## config.mk

```make
export PLATFORM = sky130hd
export DESIGN_NAME = bit_scan_8
export DESIGN_NICKNAME = d
export VERILOG_FILES = /design/src/rtl/bit_scan_8.sv
export SDC_FILE = /design/constraint.sdc
export NUM_CORES = 1
export LEC_CHECK = 0
export BUFFER_PORTS_ARGS = -buffer_cell sky130_fd_sc_hd__buf_2
export CORE_AREA = 2 2 45 47
export DETAILED_ROUTE_END_ITERATION = 8
export DIE_AREA = 0 0 47 49
export PLACE_DENSITY = 0.76
export SETUP_SLACK_MARGIN = 0.2
export SYNTH_ARGS = -nofsm -noshare
export SYNTH_HDL_FRONTEND = slang
export SYNTH_SLANG_ARGS = --single-unit
```

## constraint.sdc

```tcl
create_clock -name clk -period 2.02 [get_ports clk]
set_input_delay 0.303 -clock clk [delete_from_list [all_inputs] [get_ports clk]]
set_output_delay 0.303 -clock clk [all_outputs]
set_load 0.01 [all_outputs]
```

## src/rtl/bit_scan_8.sv

```systemverilog
// bit_scan_8: hands out the set bits of an 8-bit request vector one at a
// time, lowest index first, over a valid/ready handshake.
//
// Ports:
//   clk     rising-edge clock
//   rst     asynchronous active-high reset
//   start   load request, honoured only while idle
//   din     request vector captured on an accepted start
//   ready   consumer accepts the current item
//   valid   onehot/index carry a pending item
//   onehot  lowest still-pending set bit (0 when not valid)
//   index   binary position of onehot (0 when not valid)
//   any     OR of the last captured din
//   busy    high while scanning or finishing
//   done    one-cycle pulse closing each scan
module bit_scan_8 (
    input  logic       clk,
    input  logic       rst,
    input  logic       start,
    input  logic [7:0] din,
    input  logic       ready,
    output logic       valid,
    output logic [7:0] onehot,
    output logic [2:0] index,
    output logic       any,
    output logic       busy,
    output logic       done
);

    typedef enum logic [1:0] {
        IDLE = 2'd0,
        SCAN = 2'd1,
        DONE = 2'd2
    } state_t;

    state_t     state_q, state_d;
    logic [7:0] pending_q, pending_d;
    logic       any_q, any_d;
    logic [7:0] lowest;

    function automatic logic [2:0] enc(input logic [7:0] oh);
        logic [2:0] r;
        r = 3'd0;
        for (int i = 0; i < 8; i++) begin
            if (oh[i]) r = 3'(i);
        end
        return r;
    endfunction

    // Two's-complement trick isolates the lowest set bit.
    assign lowest = pending_q & (~pending_q + 8'd1);
    assign any    = any_q;

    always_ff @(posedge clk or posedge rst) begin
        if (rst) begin
            state_q   <= IDLE;
            pending_q <= 8'h00;
            any_q     <= 1'b0;
        end else begin
            state_q   <= state_d;
            pending_q <= pending_d;
            any_q     <= any_d;
        end
    end

    always_comb begin
        state_d   = state_q;
        pending_d = pending_q;
        any_d     = any_q;
        valid     = 1'b0;
        busy      = 1'b0;
        done      = 1'b0;
        onehot    = 8'h00;
        index     = 3'd0;
        unique case (state_q)
            IDLE: begin
                if (start) begin
                    pending_d = din;
                    any_d     = |din;
                    state_d   = (din == 8'h00) ? DONE : SCAN;
                end
            end
            SCAN: begin
                valid  = 1'b1;
                busy   = 1'b1;
                onehot = lowest;
                index  = enc(lowest);
                if (ready) begin
                    pending_d = pending_q & ~lowest;
                    if (pending_d == 8'h00) state_d = DONE;
                end
            end
            DONE: begin
                done    = 1'b1;
                busy    = 1'b1;
                state_d = IDLE;
            end
            default: begin
                state_d = IDLE;
            end
        endcase
    end

endmodule

```

Word level (Yosys, flattened, before mapping):

Cells that the tools add are included.

* add/sub/neg operators: 1
* eq/ne operators: 5
* muxes and demuxes: 20
* bitwise operators: 4
* reduce and logical (&&, ||, !) cells: 9

Operator list (number)
* 8-bit 2-to-1 mux: 3
* 3-bit 2-to-1 mux: 7
* 8-bit bitwise AND: 2
* 8-bit logical NOT: 2
* 8-bit NOT: 2
* 8-bit case mux with 2 select lines: 1
* 8-bit by 1-bit adder with 8-bit output (second input constant): 1
* 2-bit 2-to-1 mux: 4
* 8-bit OR reduction: 1
* 2-bit != test (second input constant): 3
* 3-bit AND reduction: 2
* 1-bit 2-to-1 mux: 4
* 2-bit case mux with 2 select lines: 1
* 2-bit by 1-bit == test with 1-bit output (second input constant): 1
* 2-bit == test (second input constant): 1
* 2-bit logical NOT: 1
* 2-bit AND reduction: 1
* 2-bit nonzero test: 1
* 2-bit OR reduction: 1

* register bits after elaboration: 11
* input bits: 12
* logic and storage cells: 42

Longest topological paths before layout:

* word-level depth: 11
* mapped depth: 7

Worst setup path before layout:

No wires, ideal clock.

* path type: register to register
* start point: reg pending_q[2]
* end point: reg state_q[1]
* arrival: 1.618 ns
* data required time: 1.921 ns
* path slack: 0.303 ns
* cell stages (with the launch flop): 6
* path buffers: 1
* cells stage by stage: dfrtp_1 buf_6 or4_4 o31ai_4 nand4_1 a311oi_1

* longest elaborated chain between the ends: 8

Ends and longest elaborated chain
* start: declaration: RTL line 37 `logic [7:0] pending_q, pending_d;`
* start signal: assignment: RTL line 61 `pending_q <= pending_d;`
* 8-bit NOT: RTL line 51 `assign lowest = pending_q & (~pending_q + 8'd1);`
* 8-bit by 1-bit adder with 8-bit output: RTL line 51
* 8-bit bitwise AND: RTL line 51
* 8-bit NOT: RTL line 89 `pending_d = pending_q & ~lowest;`
* 8-bit bitwise AND (*): RTL line 89
* 8-bit logical NOT (*): RTL line 90 `if (pending_d == 8'h00) state_d = DONE;`
* 2-bit != test (no source line) (*)
* 3-bit AND reduction (no source line) (*)
* end signal: assignment: RTL line 60 `state_q <= state_d;`
* end: declaration: RTL line 36 `state_t state_q, state_d;`

Every way passes the cells marked *; elsewhere a longest branch is shown, timed or not.
A chain may end at the register's enable or synchronous reset.

Worst setup path after layout:

* start point: reg pending_q[3]
* end point: reg state_q[1]

Same word-level chain as after synthesis.

==> results.toml <==
[critical_path]
crit_arrival_ns = 2.08
worst_r2r_startpoint = "pending_q[3]$_DFFE_PP0P_"
critical_path.endpoint_type = "flip-flop"
timing.critical_path.slowest_stage_cell = "or4_4"
critical_path.startpoint = "pending_q[3]$_DFFE_PP0P_"
path_max_fanout = 6
worstPathCellList = "or4_4 > buf_6 > o31ai_4 > nand4_1 > a311oi_1"
slowest_delay_ns = 0.56
worst-r2r-cell-count = 5
criticalPathCategory = "flip-flop to flip-flop"
regToRegEndpoint = "state_q[1]$_DFFE_PP0P_"
worst_ep_required_time_ns = 2.19
setup.worst_path.start_class = "flip-flop"
reg2reg_setup_slack_ns = 0.12

[finish]
layoutNonFillerInstCount = 172
final_core_utilization_pct = 67.0
num_antenna_cells = 0
nets = 161
final_area_mm2 = 0.00123
layout-drive-gt1-share_pct = 49.7
area.growth.synth_to_final_pct = 41.9

[place]
place_ws_ns = 0.169
number_of_buffers_inserted_by_port_buffering = 26
detailed_place_hpwl_mm = 1.72
place.detailed.instances = 154
globalplace.congestion = 0.939
placedInstanceArea_mm2 = 0.00102

[yosys]
postSynthRegisterBits = 11
syn_inst = 103
dominant_combinational_cell_family_by_area_after_synthesis = "compound AO/OA/AOI/OAI gates"
syn-num-nets = 118
area_fraction_in_compound_gates_after_synthesis_pct = 30.4
proportion_of_synthesized_flip_flops_having_asynchronous_set_or_reset_pct = 100
synthFlopType = "dfrtp_1"
synthDominantCellAreaShare_pct = 31.7
synth-edff-count = 0
yosys.area_share.xor_xnor_pct = 0
ys.warnings.count = 0
synthAdderAreaFrac_pct = 5.47
syn-mean-instance-area_um2 = 8.44
syn-cell-area_um2 = 870
synth.lib_cells_used.distinct = 41
post_synth_and_or_nand_nor_area_fraction_pct = 24.6
synthTopCellsByArea = "dfrtp_1 (32%), nand2_1 (6.0%), a21oi_1 (5.2%)"
yosysTopAreaCell = "dfrtp_1"
post_synth_mux_area_share_pct = 0
seq_area_frac_synth_pct = 31.7

[clock_network]
worst_setup_hold_path_clk_slew_ns = 0.08
cts_max_path_buffers = 2
cts_buffers = 3
clock_insertion_delay_worst_skew_ns = 0.27
cts_root_buffer = "clkbuf_4"
cts.sink_count = 11
cts_tree = "yes"
htree_num_levels = 1

[routing]
detailroute.via_count = 962
drt-pass1-iter-count = 4
drc_errors = 0
routed_wl_mm = 2.56
avgRoutedWirePerCell_um = 14.9
detail_route.vias_per_cell = 5.59
antenna_nets_post_route = 0
dr.first_iter.drc_count = 19

[die]
design.portCount = 27
fp.dieArea_mm2 = 0.00230
core_area_mm2 = 0.00184
fp.dieH_um = 49
fp.dieW_um = 47
rows = 16
start_util_pct = 47.2

[global_routing]
grt_max_degree = 13
antenna_found_initial = 0
globalRouteOverflowTotal = 0
number_of_global_route_vias_before_repair = 894
globalRouteTotalUtil_pct = 23.7
wire_length_of_the_first_global_routing_pass_mm = 3.94

[power_and_ir_drop]
internal_power_mw = 1.03
report.power.total_mw = 1.92
seq_power_share_pct = 24.7
comb_power_share_pct = 67.1
switching_power_uw = 886
clkPwrFrac_pct = 8.2
powerDensity_mw_per_mm2 = 1560
power.share.switching_pct = 46.2
worst_voltage_drop_across_the_vdd_grid_mv = 0.794
p_leak_nw = 0.607

[hold_path]
hp-class = "input pin to async pin"

[timing]
timing.clock.skew_ns = 0.00214
fmax_ghz = 0.526
post-route-period-util_pct = 94.2
worst_max_slew_margin_expressed_relative_to_the_limit_pct = 70.4
grt_setup_unrepaired = "true"
hold_ws_ns = 0.0143
final.setup.tns_ns = 0
min_period_ns = 1.90
timing_hold_violations_final = 0
report.final.setup_viol = 0
fin_ws_ns = 0.118
final-max-slew-violation-count = 0
max_slew.worst_pin.slew_ns = 0.443

[outcome]
outcome = "completed"

[run]
maxCapViolCount = 0
[area by class of cell]
class	count	area, um2
Fill cell	152	608
Sequential cell	11	282
Tap cell	27	33.8
Timing Repair Buffer	45	277
Multi-Input combinational cell	80	597
Clock buffer	4	26.3
Inverter	5	18.8
[cell families (layout without fill, tap and decap cells)]
kind of cell | count (synthesis) | after routing
and+or+nand+nor | 40 | 40
AOI/OAI and AO/OA | 36 | 36
buffers and inverters | 12 | 54
DFF | 11 | 11
adders and majority gates | 4 | 4
[layout by cell type (no fill, tap or decap), drive strengths merged]
| cell type | count |
|---|---|
| a2111o | 1 |
| a21bo | 2 |
| a21o | 1 |
| a21oi | 9 |
| a22o | 2 |
| a311oi | 1 |
| a31oi | 1 |
| a41o | 1 |
| and2 | 2 |
| and3 | 4 |
| buf | 45 |
| clkbuf | 4 |
| dfrtp | 11 |
| ha | 3 |
| inv | 5 |
| maj3 | 1 |
| nand2 | 14 |
| nand2b | 2 |
| nand3 | 1 |
| nand4 | 1 |
| nor2 | 4 |
| nor2b | 1 |
| nor3 | 3 |
| nor3b | 1 |
| nor4 | 2 |
| o211ai | 2 |
| o21a | 1 |
| o21ai | 6 |
| o21bai | 3 |
| o22a | 1 |
| o2bb2ai | 1 |
| o31ai | 4 |
| or2b | 1 |
| or3 | 1 |
| or4 | 3 |
[cells in the mapped netlist (2+ instances only)]
| master | number |
|---|---|
| o21ai_0 | 5 |
| and2_1 | 2 |
| a21oi_1 | 9 |
| o31ai_1 | 3 |
| clkbuf_1 | 3 |
| ha_1 | 3 |
| nand2_1 | 14 |
| o21bai_1 | 3 |
| nor2_1 | 4 |
| inv_1 | 5 |
| nand2b_1 | 2 |
| nor4_1 | 2 |
| nor3_1 | 3 |
| or4_1 | 2 |
| o211ai_1 | 2 |
| a21bo_2 | 2 |
| buf_6 | 3 |
| and3_1 | 3 |
| dfrtp_1 | 11 |
[timing repair]
action | in CTS | in global routing
gates resized for setup | 17 | 3
hold buffers | 0 | 0
pin swaps | 6 | 7
hold endpoints to repair | 0 | 0
setup buffers | 9 | 5
endpoints found under the setup margin | 10 | 15
[worst max path at each step]
stage / endpoint / slack (ns) / cells after the start
after floorplan: state_q[1]$_DFFE_PP0P_ / 0.30 / 5
after global placement: state_q[1]$_DFFE_PP0P_ / 0.25 / 4
after detailed placement: index[2] / 0.17 / 4
after CTS: index[2] / 0.15 / 4
after global routing: state_q[1]$_DFFE_PP0P_ / 0.01 / 5
final: state_q[1]$_DFFE_PP0P_ / 0.12 / 5
[worst max-delay path, delay by kind of cell (launching register included)]
kind	cells	cell delay [ns]
buf+inv	1	0.15
flops	1	0.47
simple gates	2	0.72
compound gates	2	0.47
[layer usage]
metal	track usage, %	part of all wire [%]	up-vias
li1	-	-	465
met1	30.0	42	457
met2	40.9	52	34
met3	2.59	4.6	6
met4	6.94	1.8	0
met5	0	0	-
[flip-flops by register name, indices dropped and copies added, names as in the netlist]
name	flops
any	1
pending_q	8
state_q	2
[power by group through the flow]
stage / Sequential, mW / Clock (mW) / Combinational (mW)
6_report: 0.473 / 0.157 / 1.29
5_1_grt: 0.483 / 0.167 / 1.41
4_1_cts: 0.463 / 0.158 / 1.15
3_5_place_dp: 0.449 / 0 / 0.933
3_3_place_gp: 0.444 / 0 / 0.910
2_1_floorplan: 0.386 / 0 / 0.752
Power figures use the tool's default switching activity.
